--- src/rtl/mem_port_arbiter.sv ---
// rtl/mem_port_arbiter.sv - two-requester round-robin arbiter for one external memory lane
// Optional watchdog: define MEM_ARB_TIMEOUT_EN to enable the BUSY timeout (TIMEOUT_CYCLES).
module mem_port_arbiter #(
    parameter int ADDR_W = 11,
    parameter int DATA_W = 32,
    parameter int SIZE_W = 6
`ifdef MEM_ARB_TIMEOUT_EN
    ,
    parameter int TIMEOUT_CYCLES = 1024
`endif
) (
    input  logic              clock,
    input  logic              reset,
    input  logic              r0_oe,
    input  logic              r0_we,
    input  logic [ADDR_W-1:0] r0_addr,
    input  logic [DATA_W-1:0] r0_wdata,
    input  logic [SIZE_W-1:0] r0_size,
    output logic [DATA_W-1:0] r0_rdata,
    output logic              r0_rdy,
    input  logic              r1_oe,
    input  logic              r1_we,
    input  logic [ADDR_W-1:0] r1_addr,
    input  logic [DATA_W-1:0] r1_wdata,
    input  logic [SIZE_W-1:0] r1_size,
    output logic [DATA_W-1:0] r1_rdata,
    output logic              r1_rdy,
    output logic              m_oe,
    output logic              m_we,
    output logic [ADDR_W-1:0] m_addr,
    output logic [DATA_W-1:0] m_wdata,
    output logic [SIZE_W-1:0] m_size,
    input  logic [DATA_W-1:0] m_rdata,
    input  logic              m_rdy,
    output logic [1:0]        grant,
    output logic              busy,
    output logic              err_conflict,
    output logic              err_timeout
);

    typedef enum logic [1:0] {
        IDLE = 2'd0,
        BUSY = 2'd1,
        RESP = 2'd2
    } state_t;

    state_t state;
    logic   last_grant;

    logic        valid0;
    logic        valid1;
    logic        conflict0;
    logic        conflict1;
    logic        pick1;
    logic        wd_expire;
    logic [DATA_W-1:0] resp_data;

    assign valid0    = r0_oe ^ r0_we;
    assign valid1    = r1_oe ^ r1_we;
    assign conflict0 = r0_oe & r0_we;
    assign conflict1 = r1_oe & r1_we;

    // r1 wins when alone, or on a tie when r0 was the previous owner
    assign pick1 = valid1 & (~valid0 | ~last_grant);

    // Writes return zero; a watchdog completion (no m_rdy) also returns zero
    assign resp_data = (m_rdy && m_oe) ? m_rdata : '0;

`ifdef MEM_ARB_TIMEOUT_EN
    logic [15:0] wd_cnt;
    assign wd_expire = (wd_cnt == 16'(TIMEOUT_CYCLES - 1));
`else
    assign wd_expire   = 1'b0;
    assign err_timeout = 1'b0;
`endif

    always_ff @(posedge clock or negedge reset) begin
        if (!reset) begin
            state        <= IDLE;
            last_grant   <= 1'b1;
            grant        <= 2'b00;
            busy         <= 1'b0;
            err_conflict <= 1'b0;
            m_oe         <= 1'b0;
            m_we         <= 1'b0;
            m_addr       <= '0;
            m_wdata      <= '0;
            m_size       <= '0;
            r0_rdy       <= 1'b0;
            r1_rdy       <= 1'b0;
            r0_rdata     <= '0;
            r1_rdata     <= '0;
`ifdef MEM_ARB_TIMEOUT_EN
            wd_cnt       <= 16'd0;
            err_timeout  <= 1'b0;
`endif
        end else begin
            case (state)
                IDLE: begin
                    if (conflict0 || conflict1) begin
                        err_conflict <= 1'b1;
                    end
                    if (valid0 || valid1) begin
                        state      <= BUSY;
                        busy       <= 1'b1;
                        grant      <= pick1 ? 2'b10 : 2'b01;
                        last_grant <= pick1;
                        m_oe       <= pick1 ? r1_oe    : r0_oe;
                        m_we       <= pick1 ? r1_we    : r0_we;
                        m_addr     <= pick1 ? r1_addr  : r0_addr;
                        m_wdata    <= pick1 ? r1_wdata : r0_wdata;
                        m_size     <= pick1 ? r1_size  : r0_size;
`ifdef MEM_ARB_TIMEOUT_EN
                        wd_cnt     <= 16'd0;
`endif
                    end
                end

                BUSY: begin
                    if (m_rdy || wd_expire) begin
                        state   <= RESP;
                        m_oe    <= 1'b0;
                        m_we    <= 1'b0;
                        m_addr  <= '0;
                        m_wdata <= '0;
                        m_size  <= '0;
                        if (grant[0]) begin
                            r0_rdy   <= 1'b1;
                            r0_rdata <= resp_data;
                        end
                        if (grant[1]) begin
                            r1_rdy   <= 1'b1;
                            r1_rdata <= resp_data;
                        end
`ifdef MEM_ARB_TIMEOUT_EN
                        if (!m_rdy) begin
                            err_timeout <= 1'b1;
                        end
`endif
                    end
`ifdef MEM_ARB_TIMEOUT_EN
                    wd_cnt <= wd_cnt + 16'd1;
`endif
                end

                RESP: begin
                    state    <= IDLE;
                    busy     <= 1'b0;
                    grant    <= 2'b00;
                    r0_rdy   <= 1'b0;
                    r1_rdy   <= 1'b0;
                    r0_rdata <= '0;
                    r1_rdata <= '0;
                end

                default: begin
                    state <= IDLE;
                    busy  <= 1'b0;
                    grant <= 2'b00;
                end
            endcase
        end
    end

endmodule

--- config.mk ---
export PLATFORM = sky130hd
export DESIGN_NAME = mem_port_arbiter
export DESIGN_NICKNAME = d
export VERILOG_FILES = /design/src/rtl/mem_port_arbiter.sv
export SDC_FILE = /design/constraint.sdc
export NUM_CORES = 1
export LEC_CHECK = 0
export BUFFER_PORTS_ARGS = -buffer_cell sky130_fd_sc_hd__buf_4
export CORE_MARGIN = 5
export CORE_UTILIZATION = 47
export CTS_BUF_LIST = sky130_fd_sc_hd__clkbuf_8
export DETAILED_ROUTE_END_ITERATION = 12
export PLACE_DENSITY = 0.83
export SETUP_SLACK_MARGIN = 0.4
export SLEW_MARGIN = 5
export SYNTH_ARGS = -nofsm -noshare
export SYNTH_HDL_FRONTEND = slang
export SYNTH_SLANG_ARGS = --single-unit
export TNS_END_PERCENT = 50
--- constraint.sdc ---
create_clock -name clock -period 1.8 [get_ports clock]
set_input_delay 0.36 -clock clock [delete_from_list [all_inputs] [get_ports clock]]
set_output_delay 0.36 -clock clock [all_outputs]
set_load 0.05 [all_outputs]
Yosys cells after proc, flatten, opt, wreduce, memory -nomap -nowiden
Cells that the tools add are included.
{"block": "totals", "out_inout_bits": 122, "regBits": 124}
{"block": "classes", "n_eq_ne": 6, "n_reduce_logical": 13, "bitwise_logic": 9, "mux": 40}
{"operator": "32-bit 2-to-1 mux", "count": 8}
{"operator": "32-bit case mux with 2 select lines", "count": 3}
{"operator": "11-bit 2-to-1 mux", "count": 3}
{"operator": "11-bit case mux with 2 select lines", "count": 1}
{"operator": "6-bit 2-to-1 mux", "count": 3}
{"operator": "6-bit case mux with 2 select lines", "count": 1}
{"operator": "1-bit 2-to-1 mux", "count": 10}
{"operator": "1-bit case mux with 2 select lines", "count": 5}
{"operator": "3-bit AND reduction", "count": 3}
{"operator": "2-bit 2-to-1 mux", "count": 4}
{"operator": "2-bit inequality test (second input constant)", "count": 4}
{"operator": "2-bit case mux with 2 select lines", "count": 2}
{"operator": "2-bit AND reduction", "count": 4}
{"operator": "2-bit nonzero test", "count": 2}
{"operator": "1-bit AND", "count": 3}
{"operator": "1-bit inverter", "count": 3}
{"operator": "2-bit by 1-bit equality test with 1-bit output (second input constant)", "count": 1}
{"operator": "2-bit equality test (second input constant)", "count": 1}
{"operator": "2-bit logical NOT", "count": 1}
{"operator": "1-bit logical OR", "count": 2}
{"operator": "1-bit bitwise XOR", "count": 2}
{"operator": "1-bit logical AND", "count": 1}
{"operator": "1-bit OR", "count": 1}

Logic depth before layout (Yosys ltp)
{"block": "logic_depth", "depth_word": 7, "depth_mapped": 6, "mapped_depth_nobuf": 4}

Worst setup path after synthesis
No wires, ideal clock.
{"block": "synth_path", "kind": "in2reg", "startpoint": "in r0_oe", "endpoint": "reg m_addr[2]", "stages": 6, "arrival_time_ns": 1.603, "setup_slack_ns": 0.071, "t_required_ns": 1.674, "n_path_buf": 2, "path_cell_list": "ha_1 nor3_1 a211o_1 buf_2 buf_6 a221o_1"}
{"block": "synth_via", "elab_chain_cells": 7, "word_cells_on_any_way": 10, "cone_classes": "1 x eq/ne; 3 x mux; 4 x bitwise; 2 x reduce/logical"}
{"element": "from (decl)", "line_no": "14", "rtl": "input logic r0_oe,"}
{"element": "1-bit bitwise XOR (*)", "line_no": "58", "rtl": "assign valid0 = r0_oe ^ r0_we;"}
{"element": "1-bit inverter", "line_no": "64", "rtl": "assign pick1 = valid1 & (~valid0 | ~last_grant);"}
{"element": "1-bit OR", "line_no": "64"}
{"element": "1-bit AND", "line_no": "64"}
{"element": "11-bit 2-to-1 mux", "line_no": "110", "rtl": "m_addr <= pick1 ? r1_addr : r0_addr;"}
{"element": "11-bit 2-to-1 mux", "line_no": "103", "rtl": "if (valid0 || valid1) begin"}
{"element": "11-bit case mux with 2 select lines", "line_no": "98", "rtl": "case (state)"}
{"element": "to (signal assigned)", "line_no": "110"}
{"element": "to (decl)", "line_no": "30", "rtl": "output logic [ADDR_W-1:0] m_addr,"}
Every way passes the cells marked *; elsewhere a longest branch is shown, timed or not. The select of a mux whose other input is x is not followed.
A chain may end at the register's enable or synchronous reset.

Final worst setup path
{"block": "layout_path", "startpoint": "reg last_grant", "endpoint": "reg m_addr[4]"}
{"block": "layout_via", "elab_chain_cells": 6}
{"element": "from (decl)", "line_no": "48", "rtl": "logic last_grant;"}
{"element": "from (signal assigned)", "line_no": "107", "rtl": "last_grant <= pick1;"}
{"element": "1-bit inverter", "line_no": "64"}
{"element": "1-bit OR", "line_no": "64"}
{"element": "1-bit AND", "line_no": "64"}
{"element": "11-bit 2-to-1 mux", "line_no": "110"}
{"element": "11-bit 2-to-1 mux", "line_no": "103"}
{"element": "11-bit case mux with 2 select lines", "line_no": "98"}
Every way passes these cells. The select of a mux whose other input is x is not followed.

==> flow_summary.json <==
{
  "min_path_cells": 2,
  "routabilityCongestion": 0.842,
  "fin_worst_skew_ns": 0.00921,
  "final-seq-area_um2": 3110,
  "endpoint_kind": "register",
  "ir_drop_uv": 1130,
  "dr.pass1.iters": 4,
  "num_io_pins": 259,
  "post-route-min-period_ns": 1.50,
  "powerDensity_nw_per_um2": 1950,
  "ys_warn_count": 0,
  "rows": 38,
  "htreeDepth": 4,
  "synth_top_cell_by_area": "dfrtp_1",
  "drv_cap": 0,
  "clk_latency_ns": 0.44,
  "grt_pass1_vias": 4813,
  "io_buffers": 257,
  "ys_top_cells_by_area": "dfrtp_1 (60%), a22o_1 (9.3%), mux2i_1 (7.1%), o2bb2ai_1 (6.2%), a221o_1 (2.9%)",
  "multi_input_area_um2": 2000,
  "initial_core_util": 0.475,
  "crit_type": "register to register",
  "instances_no_fill": 845,
  "synth_seq_cells": 124,
  "setup_viol": 0,
  "fmax_ghz": 0.669,
  "die_w_um": 114,
  "crit_path_start_kind": "register",
  "drive_gt1_frac": 0.545,
  "reg2reg_depth": 4,
  "synth_mux_area_frac": 0.0706,
  "syn_area_um2": 5110,
  "dieArea_um2": 13000,
  "required_ns": 2.12,
  "worstPathArrival_ns": 1.82,
  "n_fill_cell": 643,
  "final_common_cell": "buf_4",
  "layout_common_cells": "buf_4 (252), dfrtp_1 (120), a22o_1 (54)",
  "reg2reg_from": "last_grant",
  "drc": 0,
  "antenna_cells": 0,
  "area_growth_pct": 66.7,
  "postSynthNetCount": 530,
  "path_clk_slew_ns": 0.08,
  "core_um2": 10700,
  "grt_max_degree": 63,
  "power_w": 0.0166,
  "synth.avg_cell_area_um2": 13.1,
  "synth_compound_gate_area_share": 0.215,
  "drt-vias-per-instance": 5.56,
  "cts_root_buffer": "clkbuf_8",
  "min_from": "r0_wdata[21]",
  "dp.cells": 776,
  "period_share": 0.831,
  "place.detailed.hpwl_mm": 11.2,
  "setup_tns_ns": 0,
  "synth-simple-area-share": 0.0529,
  "fp.dieH_um": 114,
  "cts_buffers": 17,
  "synthCells": 391,
  "utilization": 0.792,
  "cp_max_fo": 8,
  "min_to": "m_wdata[21]",
  "dp_slack_ns": -0.197,
  "min_path_type": "input pin to register",
  "synth_top_family_by_area": "compound AO/OA/AOI/OAI gates",
  "outcome": "finished, final reports clean",
  "worst-r2r-setup-slack_ns": 0.30,
  "cts_sinks": 124,
  "global_route.overflow_total": 0,
  "yosys.area.top_type_share": 0.603,
  "yosysUniqueCellTypes": 34,
  "p_leak_nw": 4.38,
  "drtIter0Drc": 381,
  "synth_seq_area_share": 0.608,
  "yosys.area_share.adder": 0.00490,
  "track_usage": 0.244,
  "fin_nets": 831,
  "wire_per_inst_um": 19.7,
  "final_max_slew_viol_count": 0,
  "drt-total-wl_mm": 16.7,
  "vias": 4700,
  "finalHoldViolations": 0,
  "cts_tree": "done",
  "grt_pass1_wl_mm": 24.9,
  "fin_ws_ns": 0.304,
  "r2r-end": "m_addr[4]",
  "antenna_found_initial": 0,
  "rsz0062_at_grt": "true",
  "cts_buffer_depth": 2,
  "ant_nets": 0,
  "synth_xor_area_frac": 0
}
## routing by layer
layer	wire, um	up-vias	global-route usage
met2	8560	229	0.408
met4	273	0	0.0728
met3	1410	27	0.0761
met1	6430	2348	0.306
li1	-	2096	-
met5	0	-	0
## power by group
group          switching (W)  total, W  leakage (nW)  internal (W)
Combinational        0.00569   0.00924          2.52       0.00355
Sequential          0.000762   0.00456          1.63       0.00380
Clock                0.00110   0.00275         0.225       0.00165
## cells by family (layout without fill, tap and decap cells)
family | after synthesis | count (layout)
AO/OA/AOI/OAI | 133 | 135
multiplexers | 36 | 36
buffers and inverters | 52 | 363
flip-flops | 124 | 124
AND/OR/NAND/NOR | 43 | 44
adder cells (fa/ha/maj) | 2 | 2
other | 1 | 1
## cells in the mapped netlist
cell type  number
ha_1            2
dfrtp_1       123
nor2_1          2
dfstp_2         1
a21o_1          2
a221o_1        15
buf_6           2
nand3b_1        1
nand4_1        11
a2bb2oi_1       1
a31oi_1         1
clkbuf_1       13
inv_1          17
buf_1           2
mux2i_1        36
a211o_1         1
a21oi_1         2
o2bb2ai_1      36
a21boi_1        1
nor2b_1         3
buf_4           4
nor3_1          1
nor2_2          1
and2_1          1
nand2b_1        2
a21bo_2         1
and3b_1         2
nor3_2          1
buf_2          14
conb_1          1
and3_1         17
o21ai_0        19
a22o_1         54
nand2_1         1
## worst max-delay path: stages, from the launching register on
cell,delay [ns]
dfstp_2,0.58
a21bo_4,0.25
buf_4,0.18
mux2i_1,0.28
o2bb2ai_2,0.08
## area by class of cell
class,count,share of cell area
timing repair buffer,314,0.319
sequential,124,0.365
tap,140,0.0206
clock buffer,21,0.0340
clock inverter,11,0.0194
inverter,17,0.00750
multi-input combinational,218,0.235
## sequential cells by signal, indices dropped and copies added, names as in the netlist, 2 cells and up
signal	cells
m_wdata	32
r0_rdata	32
r1_rdata	32
m_addr	11
m_size	6
grant	2
state	2
## worst max path at each step
stage,cells after the start,endpoint,slack [ns],start
after floorplan,6,m_addr[2],0.23,r0_oe
after global placement,5,m_wdata[5],-0.12,r1_oe
after detailed placement,5,m_wdata[29],-0.20,r1_oe
after CTS,1,m_size[3],0.33,m_size[3]
after global routing,4,m_addr[4],0.24,last_grant
final,4,m_addr[4],0.30,last_grant
## per-stage QoR
stage | hold WS (ns) | cell area (um^2)
after floorplan | 0.0644 | 5220
after global placement | 0.397 | 7340
after detailed placement | 0.407 | 7340
after CTS | 0.125 | 8050
after global routing | 0.123 | 8510
final | 0.145 | 8510
## what timing repair did
item / in CTS / in global routing
endpoints found under the setup margin: 174 / 234
buffers inserted: 15 / 16
pin swaps: 5 / 2
hold buffers: 1 / 0
gates cloned: 2 / 3
hold endpoints to repair: 123 / 0
resized for setup: 24 / 69
Note: power is estimated with default switching activity, not from simulation.
